## config.mk

```make
export PLATFORM = sky130hd
export DESIGN_NAME = vector_op_engine
export DESIGN_NICKNAME = d
export VERILOG_FILES = /design/src/rtl/vector_op_engine.sv
export SDC_FILE = /design/constraint.sdc
export NUM_CORES = 2
export LEC_CHECK = 0
export BUFFER_PORTS_ARGS = -buffer_cell sky130_fd_sc_hd__buf_4
export CAP_MARGIN = 10
export CORE_MARGIN = 2
export CORE_UTILIZATION = 31
export CTS_CLUSTER_DIAMETER = 40
export CTS_CLUSTER_SIZE = 10
export DETAILED_ROUTE_END_ITERATION = 10
export GPL_TIMING_DRIVEN = 0
export PLACE_DENSITY_LB_ADDON = 0.1
export SYNTH_ARGS = -nofsm -noshare
export SYNTH_HDL_FRONTEND = slang
export SYNTH_SLANG_ARGS = --single-unit
```

## constraint.sdc

```tcl
create_clock -name clk -period 11.9 [get_ports clk]
set_input_delay 1.785 -clock clk [delete_from_list [all_inputs] [get_ports clk]]
set_output_delay 1.785 -clock clk [all_outputs]
set_load 0.01 [all_outputs]
```

## src/rtl/vector_op_engine.sv

```systemverilog
`timescale 1ns/1ps
// Avalon-MM register-mapped vector reduction engine (SUM, ADD, DOT, MAX over LEN elements).
// Define VECTOR_OP_SATURATE_EN to clamp the accumulator on overflow and report OVF.
module vector_op_engine #(
   parameter int unsigned DATA_WIDTH    = 32,
   parameter int unsigned VEC_LEN       = 8,
   parameter int unsigned ADDRESS_WIDTH = 5
) (
   input  logic                     clk,
   input  logic                     rst,
   input  logic [ADDRESS_WIDTH-1:0] slave_address,
   input  logic                     slave_read,
   output logic [31:0]              slave_readdata,
   input  logic                     slave_write,
   input  logic [31:0]              slave_writedata,
   output logic                     slave_waitrequest,
   output logic                     done_irq
);

   localparam int unsigned IdxW   = (VEC_LEN > 1) ? $clog2(VEC_LEN) : 1;
   localparam int unsigned ABase  = 4;
   localparam int unsigned BBase  = 4 + VEC_LEN;
   localparam int unsigned MapEnd = 4 + 2 * VEC_LEN;

   localparam logic [1:0] OpSum = 2'b00;
   localparam logic [1:0] OpAdd = 2'b01;
   localparam logic [1:0] OpDot = 2'b10;

   typedef enum logic [1:0] {StIdle, StRun, StFinish} state_e;

   state_e                state_q, state_d;
   logic [1:0]            op_q, op_d, run_op_q, run_op_d;
   logic                  ie_q, ie_d, done_q, done_d, err_q, err_d, ovf_q, ovf_d;
   logic                  sat_q, sat_d, irq_q, irq_d;
   logic [DATA_WIDTH-1:0] result_q, result_d, len_q, len_d, acc_q, acc_d;
   logic [IdxW-1:0]       idx_q, idx_d;
   logic [DATA_WIDTH-1:0] a_q [VEC_LEN];
   logic [DATA_WIDTH-1:0] a_d [VEC_LEN];
   logic [DATA_WIDTH-1:0] b_q [VEC_LEN];
   logic [DATA_WIDTH-1:0] b_d [VEC_LEN];

   int unsigned     addr;
   logic            sel_ctrl, sel_status, sel_result, sel_len, sel_a, sel_b;
   logic            busy, wr_en, start, abort;
   logic [IdxW-1:0] a_sel, b_sel;

   assign addr       = 32'(slave_address);
   assign sel_ctrl   = (addr == 0);
   assign sel_status = (addr == 1);
   assign sel_result = (addr == 2);
   assign sel_len    = (addr == 3);
   assign sel_a      = (addr >= ABase) && (addr < BBase);
   assign sel_b      = (addr >= BBase) && (addr < MapEnd);
   assign a_sel      = IdxW'(addr - ABase);
   assign b_sel      = IdxW'(addr - BBase);
   assign busy       = (state_q != StIdle);

   // Only operand/length writes are held off while a run is reading them.
   assign slave_waitrequest = slave_write & busy & (sel_len | sel_a | sel_b);
   assign wr_en             = slave_write & ~slave_waitrequest;
   assign done_irq          = irq_q;

   always_comb begin
      slave_readdata = '0;
      if (slave_read) begin
         if (sel_ctrl) begin
            slave_readdata = {27'b0, 1'b0, ie_q, op_q, 1'b0};
         end else if (sel_status) begin
            slave_readdata = {28'b0, ovf_q, err_q, done_q, busy};
         end else if (sel_result) begin
            slave_readdata = 32'(result_q);
         end else if (sel_len) begin
            slave_readdata = 32'(len_q);
         end else if (sel_a) begin
            slave_readdata = 32'(a_q[a_sel]);
         end else if (sel_b) begin
            slave_readdata = 32'(b_q[b_sel]);
         end
      end
   end

   logic [DATA_WIDTH-1:0]   elem_a, elem_b, step_val;
   logic [DATA_WIDTH+1:0]   sum_ext;
   logic [DATA_WIDTH:0]     dot_ext;
   logic [2*DATA_WIDTH-1:0] prod;
   logic                    step_ovf;

   always_comb begin
      elem_a  = a_q[idx_q];
      elem_b  = b_q[idx_q];
      prod    = {{DATA_WIDTH{1'b0}}, elem_a} * {{DATA_WIDTH{1'b0}}, elem_b};
      sum_ext = {2'b00, acc_q} + {2'b00, elem_a}
              + ((run_op_q == OpAdd) ? {2'b00, elem_b} : '0);
      dot_ext = {1'b0, acc_q} + {1'b0, prod[DATA_WIDTH-1:0]};
      case (run_op_q)
         OpSum, OpAdd: begin
            step_val = sum_ext[DATA_WIDTH-1:0];
            step_ovf = |sum_ext[DATA_WIDTH+1:DATA_WIDTH];
         end
         OpDot: begin
            step_val = dot_ext[DATA_WIDTH-1:0];
            step_ovf = dot_ext[DATA_WIDTH] | (|prod[2*DATA_WIDTH-1:DATA_WIDTH]);
         end
         default: begin
            step_val = (elem_a > acc_q) ? elem_a : acc_q;
            step_ovf = 1'b0;
         end
      endcase
   end

`ifndef VECTOR_OP_SATURATE_EN
   logic unused_sat;
   assign unused_sat = sat_q ^ step_ovf;
`endif

   always_comb begin
      state_d  = state_q;
      op_d     = op_q;
      run_op_d = run_op_q;
      ie_d     = ie_q;
      done_d   = done_q;
      err_d    = err_q;
      ovf_d    = ovf_q;
      sat_d    = sat_q;
      result_d = result_q;
      len_d    = len_q;
      acc_d    = acc_q;
      idx_d    = idx_q;
      a_d      = a_q;
      b_d      = b_q;
      irq_d    = ie_q & done_q;
      start    = wr_en & sel_ctrl & slave_writedata[0];
      abort    = wr_en & sel_ctrl & slave_writedata[4];

      if (wr_en) begin
         if (sel_ctrl) begin
            op_d = slave_writedata[2:1];
            ie_d = slave_writedata[3];
         end
         if (sel_status) begin
            if (slave_writedata[1]) done_d = 1'b0;
            if (slave_writedata[2]) err_d = 1'b0;
            if (slave_writedata[3]) ovf_d = 1'b0;
         end
         if (sel_len) len_d = slave_writedata[DATA_WIDTH-1:0];
         if (sel_a) a_d[a_sel] = slave_writedata[DATA_WIDTH-1:0];
         if (sel_b) b_d[b_sel] = slave_writedata[DATA_WIDTH-1:0];
      end

      // Hardware status sets come last so they win over a same-cycle W1C.
      case (state_q)
         StIdle: begin
            if (start) begin
               if ((len_q != '0) && (32'(len_q) <= VEC_LEN)) begin
                  state_d  = StRun;
                  run_op_d = slave_writedata[2:1];
                  idx_d    = '0;
                  acc_d    = '0;
                  sat_d    = 1'b0;
               end else begin
                  err_d  = 1'b1;
                  done_d = 1'b1;
               end
            end
         end
         StRun: begin
            if (abort) begin
               state_d = StIdle;
            end else begin
`ifdef VECTOR_OP_SATURATE_EN
               if (sat_q || step_ovf) begin
                  acc_d = '1;
                  sat_d = 1'b1;
               end else begin
                  acc_d = step_val;
               end
`else
               acc_d = step_val;
`endif
               idx_d = idx_q + IdxW'(1);
               if (idx_q == IdxW'(len_q - DATA_WIDTH'(1))) state_d = StFinish;
            end
         end
         StFinish: begin
            result_d = acc_q;
            done_d   = 1'b1;
`ifdef VECTOR_OP_SATURATE_EN
            if (sat_q) ovf_d = 1'b1;
`endif
            state_d  = StIdle;
         end
         default: state_d = StIdle;
      endcase
   end

   always_ff @(posedge clk) begin
      if (rst) begin
         state_q  <= StIdle;
         op_q     <= '0;
         run_op_q <= '0;
         ie_q     <= 1'b0;
         done_q   <= 1'b0;
         err_q    <= 1'b0;
         ovf_q    <= 1'b0;
         sat_q    <= 1'b0;
         irq_q    <= 1'b0;
         result_q <= '0;
         len_q    <= '0;
         acc_q    <= '0;
         idx_q    <= '0;
         a_q      <= '{default: '0};
         b_q      <= '{default: '0};
      end else begin
         state_q  <= state_d;
         op_q     <= op_d;
         run_op_q <= run_op_d;
         ie_q     <= ie_d;
         done_q   <= done_d;
         err_q    <= err_d;
         ovf_q    <= ovf_d;
         sat_q    <= sat_d;
         irq_q    <= irq_d;
         result_q <= result_d;
         len_q    <= len_d;
         acc_q    <= acc_d;
         idx_q    <= idx_d;
         a_q      <= a_d;
         b_q      <= b_d;
      end
   end

endmodule

```

==> report_table.html <==
<table>
<tr><th>Metric</th><th>Value</th></tr>
<tr><th colspan="2">Run status</th></tr>
<tr><td>Outcome</td><td>complete, no violations</td></tr>
<tr><th colspan="2">CTS</th></tr>
<tr><td>H-tree levels</td><td>3</td></tr>
<tr><td>Insertion delay to the later sink of the worst-skew pair</td><td>0.73 ns</td></tr>
<tr><td>Clock tree buffer depth</td><td>3</td></tr>
<tr><td>TritonCTS clock tree</td><td>done</td></tr>
<tr><td>Clock slew at reported path FFs</td><td>0.05 ns</td></tr>
<tr><td>Root buf cell</td><td>sky130_fd_sc_hd__clkbuf_16</td></tr>
<tr><td>Num CTS Buffers</td><td>106</td></tr>
<tr><td>Post-CTS repair timing setup buffer count</td><td>0</td></tr>
<tr><td>Sinks on Clock Net</td><td>621</td></tr>
<tr><td>Number of buffers inserted by hold repair at cts</td><td>0</td></tr>
<tr><th colspan="2">Global routing</th></tr>
<tr><td>Grt ovf</td><td>0</td></tr>
<tr><td>Antenna violations before repair</td><td>12</td></tr>
<tr><td>Gr usage total</td><td>0.2867</td></tr>
<tr><td>Maximum number of pins on one net before global-route repair</td><td>15</td></tr>
<tr><td>Number of global-route vias before repair</td><td>44310</td></tr>
<tr><td>First-pass GRT wire length</td><td>333700 µm</td></tr>
<tr><th colspan="2">Yosys</th></tr>
<tr><td>Most frequently used flop master after synthesis</td><td>sky130_fd_sc_hd__dfxtp_1</td></tr>
<tr><td>Number of unique standard cell types used by synthesis</td><td>73</td></tr>
<tr><td>Dominant cell type by area after synthesis</td><td>sky130_fd_sc_hd__dfxtp_1</td></tr>
<tr><td>Total nets after synthesis</td><td>6587</td></tr>
<tr><td>EDFF count, synth</td><td>0</td></tr>
<tr><td>Syn Area/Cell</td><td>8.566 µm²</td></tr>
<tr><td>Synthesized flop and latch total</td><td>621</td></tr>
<tr><td>Cell area after synthesis</td><td>50310 µm²</td></tr>
<tr><td>Main area contributors after synthesis</td><td>sky130_fd_sc_hd__dfxtp_1 (25%), sky130_fd_sc_hd__fa_1 (19%), sky130_fd_sc_hd__mux4_2 (11%), sky130_fd_sc_hd__nand2_1 (10%), sky130_fd_sc_hd__a21oi_1 (6.9%)</td></tr>
<tr><td>Async set-or-reset flop fraction in the synthesized netlist</td><td>0</td></tr>
<tr><td>Synth top area share</td><td>0.2471</td></tr>
<tr><td>Fraction of the yosys area taken by sequential cells</td><td>0.2471</td></tr>
<tr><td>Gate count of the mapped netlist</td><td>5873</td></tr>
<tr><td>Total number of yosys warnings</td><td>0</td></tr>
<tr><th colspan="2">Drt</th></tr>
<tr><td>Remaining routing DRC violations</td><td>0</td></tr>
<tr><td>Wirelength, routed</td><td>237400 µm</td></tr>
<tr><td>Vias post-DR</td><td>43920</td></tr>
<tr><td>Final ANT Viol Nets</td><td>0</td></tr>
<tr><td>Number of vias per cell after detailed routing</td><td>5.290</td></tr>
<tr><td>Violation count after the first detailed-route iteration</td><td>3634</td></tr>
<tr><td>First-pass iteration count of the detailed router</td><td>6</td></tr>
<tr><td>Routed length per placed instance</td><td>28.60 µm</td></tr>
<tr><th colspan="2">Layout</th></tr>
<tr><td>Count of non-filler cells in the finished layout</td><td>8303</td></tr>
<tr><td>Area Growth Syn to Fin</td><td>14.24%</td></tr>
<tr><td>Most common cell after layout, fill and taps aside</td><td>sky130_fd_sc_hd__nand2_1</td></tr>
<tr><td>Number of nets at the end of the flow</td><td>6758</td></tr>
<tr><td>Layout cells sized above 1</td><td>0.1110</td></tr>
<tr><td>Utilization after layout</td><td>0.3571</td></tr>
<tr><td>Leading cell types in the layout, fill and taps excluded</td><td>sky130_fd_sc_hd__nand2_1 (1402), sky130_fd_sc_hd__a21oi_1 (690), sky130_fd_sc_hd__dfxtp_1 (621)</td></tr>
<tr><td>Final cell area excluding filler cells</td><td>57470 µm²</td></tr>
<tr><th colspan="2">STA</th></tr>
<tr><td>Final Max Tran Viols</td><td>0</td></tr>
<tr><td>Clock Skews</td><td>0.04040 ns</td></tr>
<tr><td>Maximum operating frequency</td><td>0.08479 GHz</td></tr>
<tr><td>Setup repair after global routing missed its margin</td><td>no</td></tr>
<tr><td>Period utilisation layout</td><td>0.9911</td></tr>
<tr><td>Slew at the pin closest to its max-slew limit</td><td>1.445 ns</td></tr>
<tr><td>Final count of hold timing violations</td><td>0</td></tr>
<tr><td>Final critical-path required period</td><td>11.79 ns</td></tr>
<tr><td>Worst rel slew slack</td><td>0.03694</td></tr>
<tr><td>Final worst-path setup slack</td><td>0.1060 ns</td></tr>
<tr><td>Final setup vio count</td><td>0</td></tr>
<tr><th colspan="2">Power and ir drop</th></tr>
<tr><td>Power per cell area</td><td>98.44 nW/µm²</td></tr>
<tr><td>Largest voltage drop on the vdd net</td><td>0.1261 mV</td></tr>
<tr><td>Leakage power total</td><td>21.61 nW</td></tr>
<tr><th colspan="2">Worst setup path</th></tr>
<tr><td>Arr. time, crit path</td><td>12.38 ns</td></tr>
<tr><td>Worst setup SP type</td><td>flip-flop</td></tr>
<tr><td>Biggest fanout along the worst timing path</td><td>10</td></tr>
<tr><td>Setup CP Type</td><td>reg2reg</td></tr>
<tr><td>Max incr delay on CP</td><td>0.73 ns</td></tr>
<tr><td>Critical path's slowest cell</td><td>sky130_fd_sc_hd__mux2i_2</td></tr>
<tr><td>Most frequent cell on the critical path</td><td>sky130_fd_sc_hd__inv_1</td></tr>
<tr><td>Crit end category</td><td>flip-flop</td></tr>
<tr><td>Req. time, crit path</td><td>12.49 ns</td></tr>
<tr><th colspan="2">Floorplan</th></tr>
<tr><td>Placement Rows</td><td>147</td></tr>
<tr><td>Standard cell core area</td><td>160900 µm²</td></tr>
<tr><td>Effective utilization at floorplan</td><td>0.3126</td></tr>
<tr><td>Floorplan die area</td><td>165500 µm²</td></tr>
<tr><td>Die extent in y</td><td>406.8 µm</td></tr>
<tr><td>Number of ports placed on the die boundary</td><td>75</td></tr>
<tr><td>X dimension of the die</td><td>406.8 µm</td></tr>
<tr><th colspan="2">Placement</th></tr>
<tr><td>Number of placed cells counting well taps</td><td>8095</td></tr>
<tr><td>Placer's final routability congestion estimate</td><td>0.9362</td></tr>
<tr><td>Post-Place Worst Slack</td><td>-0.6242 ns</td></tr>
<tr><td>Number of I/O port buffers</td><td>39</td></tr>
<tr><td>Placed inst area</td><td>53740 µm²</td></tr>
<tr><td>Post-DP HPWL</td><td>190800 µm</td></tr>
<tr><th colspan="2">Worst hold path</th></tr>
<tr><td>Worst hold path class</td><td>reg2reg</td></tr>
<tr><th colspan="2">Run</th></tr>
<tr><td>Number of max-capacitance violations reported</td><td>0</td></tr>
</table>
-- cell families after synthesis --
family                   count (synthesis)  share of synthesized area
XOR/XNOR                               119                    0.02114
AO/OA/AOI/OAI                          988                     0.1106
flip-flops                             621                     0.2471
adder cells (fa/ha/maj)                673                     0.2375
AND/OR/NAND/NOR                       2091                     0.1664
buffers and inverters                 1013                    0.07934
multiplexers                           368                     0.1379
-- where the power goes --
| group | internal [W] | switching, W | total (W) | leakage [nW] |
|---|---|---|---|---|
| clock | 0.00200 | 0.00122 | 0.00322 | 1.78 |
| combinational | 0.0000750 | 0.000253 | 0.000328 | 14.8 |
| sequential | 0.00210 | 0.0000107 | 0.00211 | 5.00 |
-- state kept, by name, indices dropped and copies added, names as in the netlist, 2 cells and up --
name,count
run_op_q,2
a_q,256
b_q,256
len_q,32
op_q,2
acc_q,32
state_q,2
result_q,32
idx_q,3
-- through the flow --
stage                     TNS (ns)  power, W  hold WS [ns]
after global placement      -3.440  0.002465        0.4474
after detailed placement    -2.956  0.002474        0.4550
after global routing             0  0.005777        0.4787
after CTS                        0  0.005672        0.4617
final                            0  0.005658        0.4631
after floorplan                  0  0.002312        0.4214
-- final timing paths --
| path | startpoint | endpoint | slack, ns | cells after the start |
|---|---|---|---|---|
| hold reg to reg | result_q[27]$_SDFFE_PP0P_ | result_q[27]$_SDFFE_PP0P_ | 0.46 | 2 |
| setup / recovery | idx_q[1]$_SDFFE_PP0P_ | acc_q[29]$_SDFFE_PP0P_ | 0.11 | 35 |
| hold / removal | result_q[27]$_SDFFE_PP0P_ | result_q[27]$_SDFFE_PP0P_ | 0.46 | 2 |
| setup reg to reg | idx_q[1]$_SDFFE_PP0P_ | acc_q[29]$_SDFFE_PP0P_ | 0.11 | 35 |
-- synth_stat cells (10+ instances only) --
library cell,n
sky130_fd_sc_hd__fa_1,470
sky130_fd_sc_hd__mux2_2,48
sky130_fd_sc_hd__a22o_1,18
sky130_fd_sc_hd__nand2_1,1402
sky130_fd_sc_hd__nand4_1,10
sky130_fd_sc_hd__clkbuf_1,382
sky130_fd_sc_hd__buf_1,23
sky130_fd_sc_hd__or3_1,13
sky130_fd_sc_hd__ha_1,203
sky130_fd_sc_hd__nand2b_1,42
sky130_fd_sc_hd__a221oi_1,12
sky130_fd_sc_hd__or2_2,55
sky130_fd_sc_hd__nor2b_1,21
sky130_fd_sc_hd__a211oi_1,14
sky130_fd_sc_hd__buf_4,10
sky130_fd_sc_hd__a22oi_1,45
sky130_fd_sc_hd__nand3_1,20
sky130_fd_sc_hd__o211ai_1,22
sky130_fd_sc_hd__mux4_2,249
sky130_fd_sc_hd__dfxtp_1,621
sky130_fd_sc_hd__nor4_1,11
sky130_fd_sc_hd__o21a_1,16
sky130_fd_sc_hd__o21ai_0,80
sky130_fd_sc_hd__xor2_1,33
sky130_fd_sc_hd__xnor2_1,84
sky130_fd_sc_hd__a21oi_1,690
sky130_fd_sc_hd__inv_1,559
sky130_fd_sc_hd__a21o_1,37
sky130_fd_sc_hd__nor3_1,22
sky130_fd_sc_hd__buf_2,12
sky130_fd_sc_hd__nor2_1,466
sky130_fd_sc_hd__buf_6,16
sky130_fd_sc_hd__mux2i_1,62
-- metal layers --
| metal | vias up | GRT usage | wire [µm] |
|---|---|---|---|
| met3 | 396 | 0.03686 | 14730 |
| met5 | - | 0 | 13 |
| met4 | 2 | 0.1370 | 12280 |
| met1 | 22330 | 0.3590 | 95170 |
| met2 | 1642 | 0.4878 | 115200 |
| li1 | 19550 | - | - |
-- area by class of cell --
| class | instances | area (µm²) |
|---|---|---|
| diodes | 8 | 20.02 |
| fillers | 16970 | 103500 |
| inverters | 569 | 2136 |
| plain buffers | 443 | 1876 |
| well taps | 2160 | 2703 |
| flip-flops and latches | 621 | 12430 |
| clock inverters | 64 | 758.2 |
| clock buffers | 135 | 2913 |
| repair buffers | 64 | 621.8 |
| multi-input cells | 4239 | 34010 |
-- critical path, delay by kind of cell, from the launching register on --
family,cells,cell delay (ns)
flops,1,0.66
simple gates,5,1.04
compound gates,5,1.72
fa+ha+maj,9,4.00
xor+xnor,1,0.20
buf+inv,13,2.89
mux,2,1.11
-- timing repair --
| action | CTS | global route |
|---|---|---|
| setup endpoints to repair | 12 | 3 |
| pin swaps | 0 | 0 |
| resized for setup | 4 | 9 |
No activity file was read; power rests on OpenSTA's default activity.
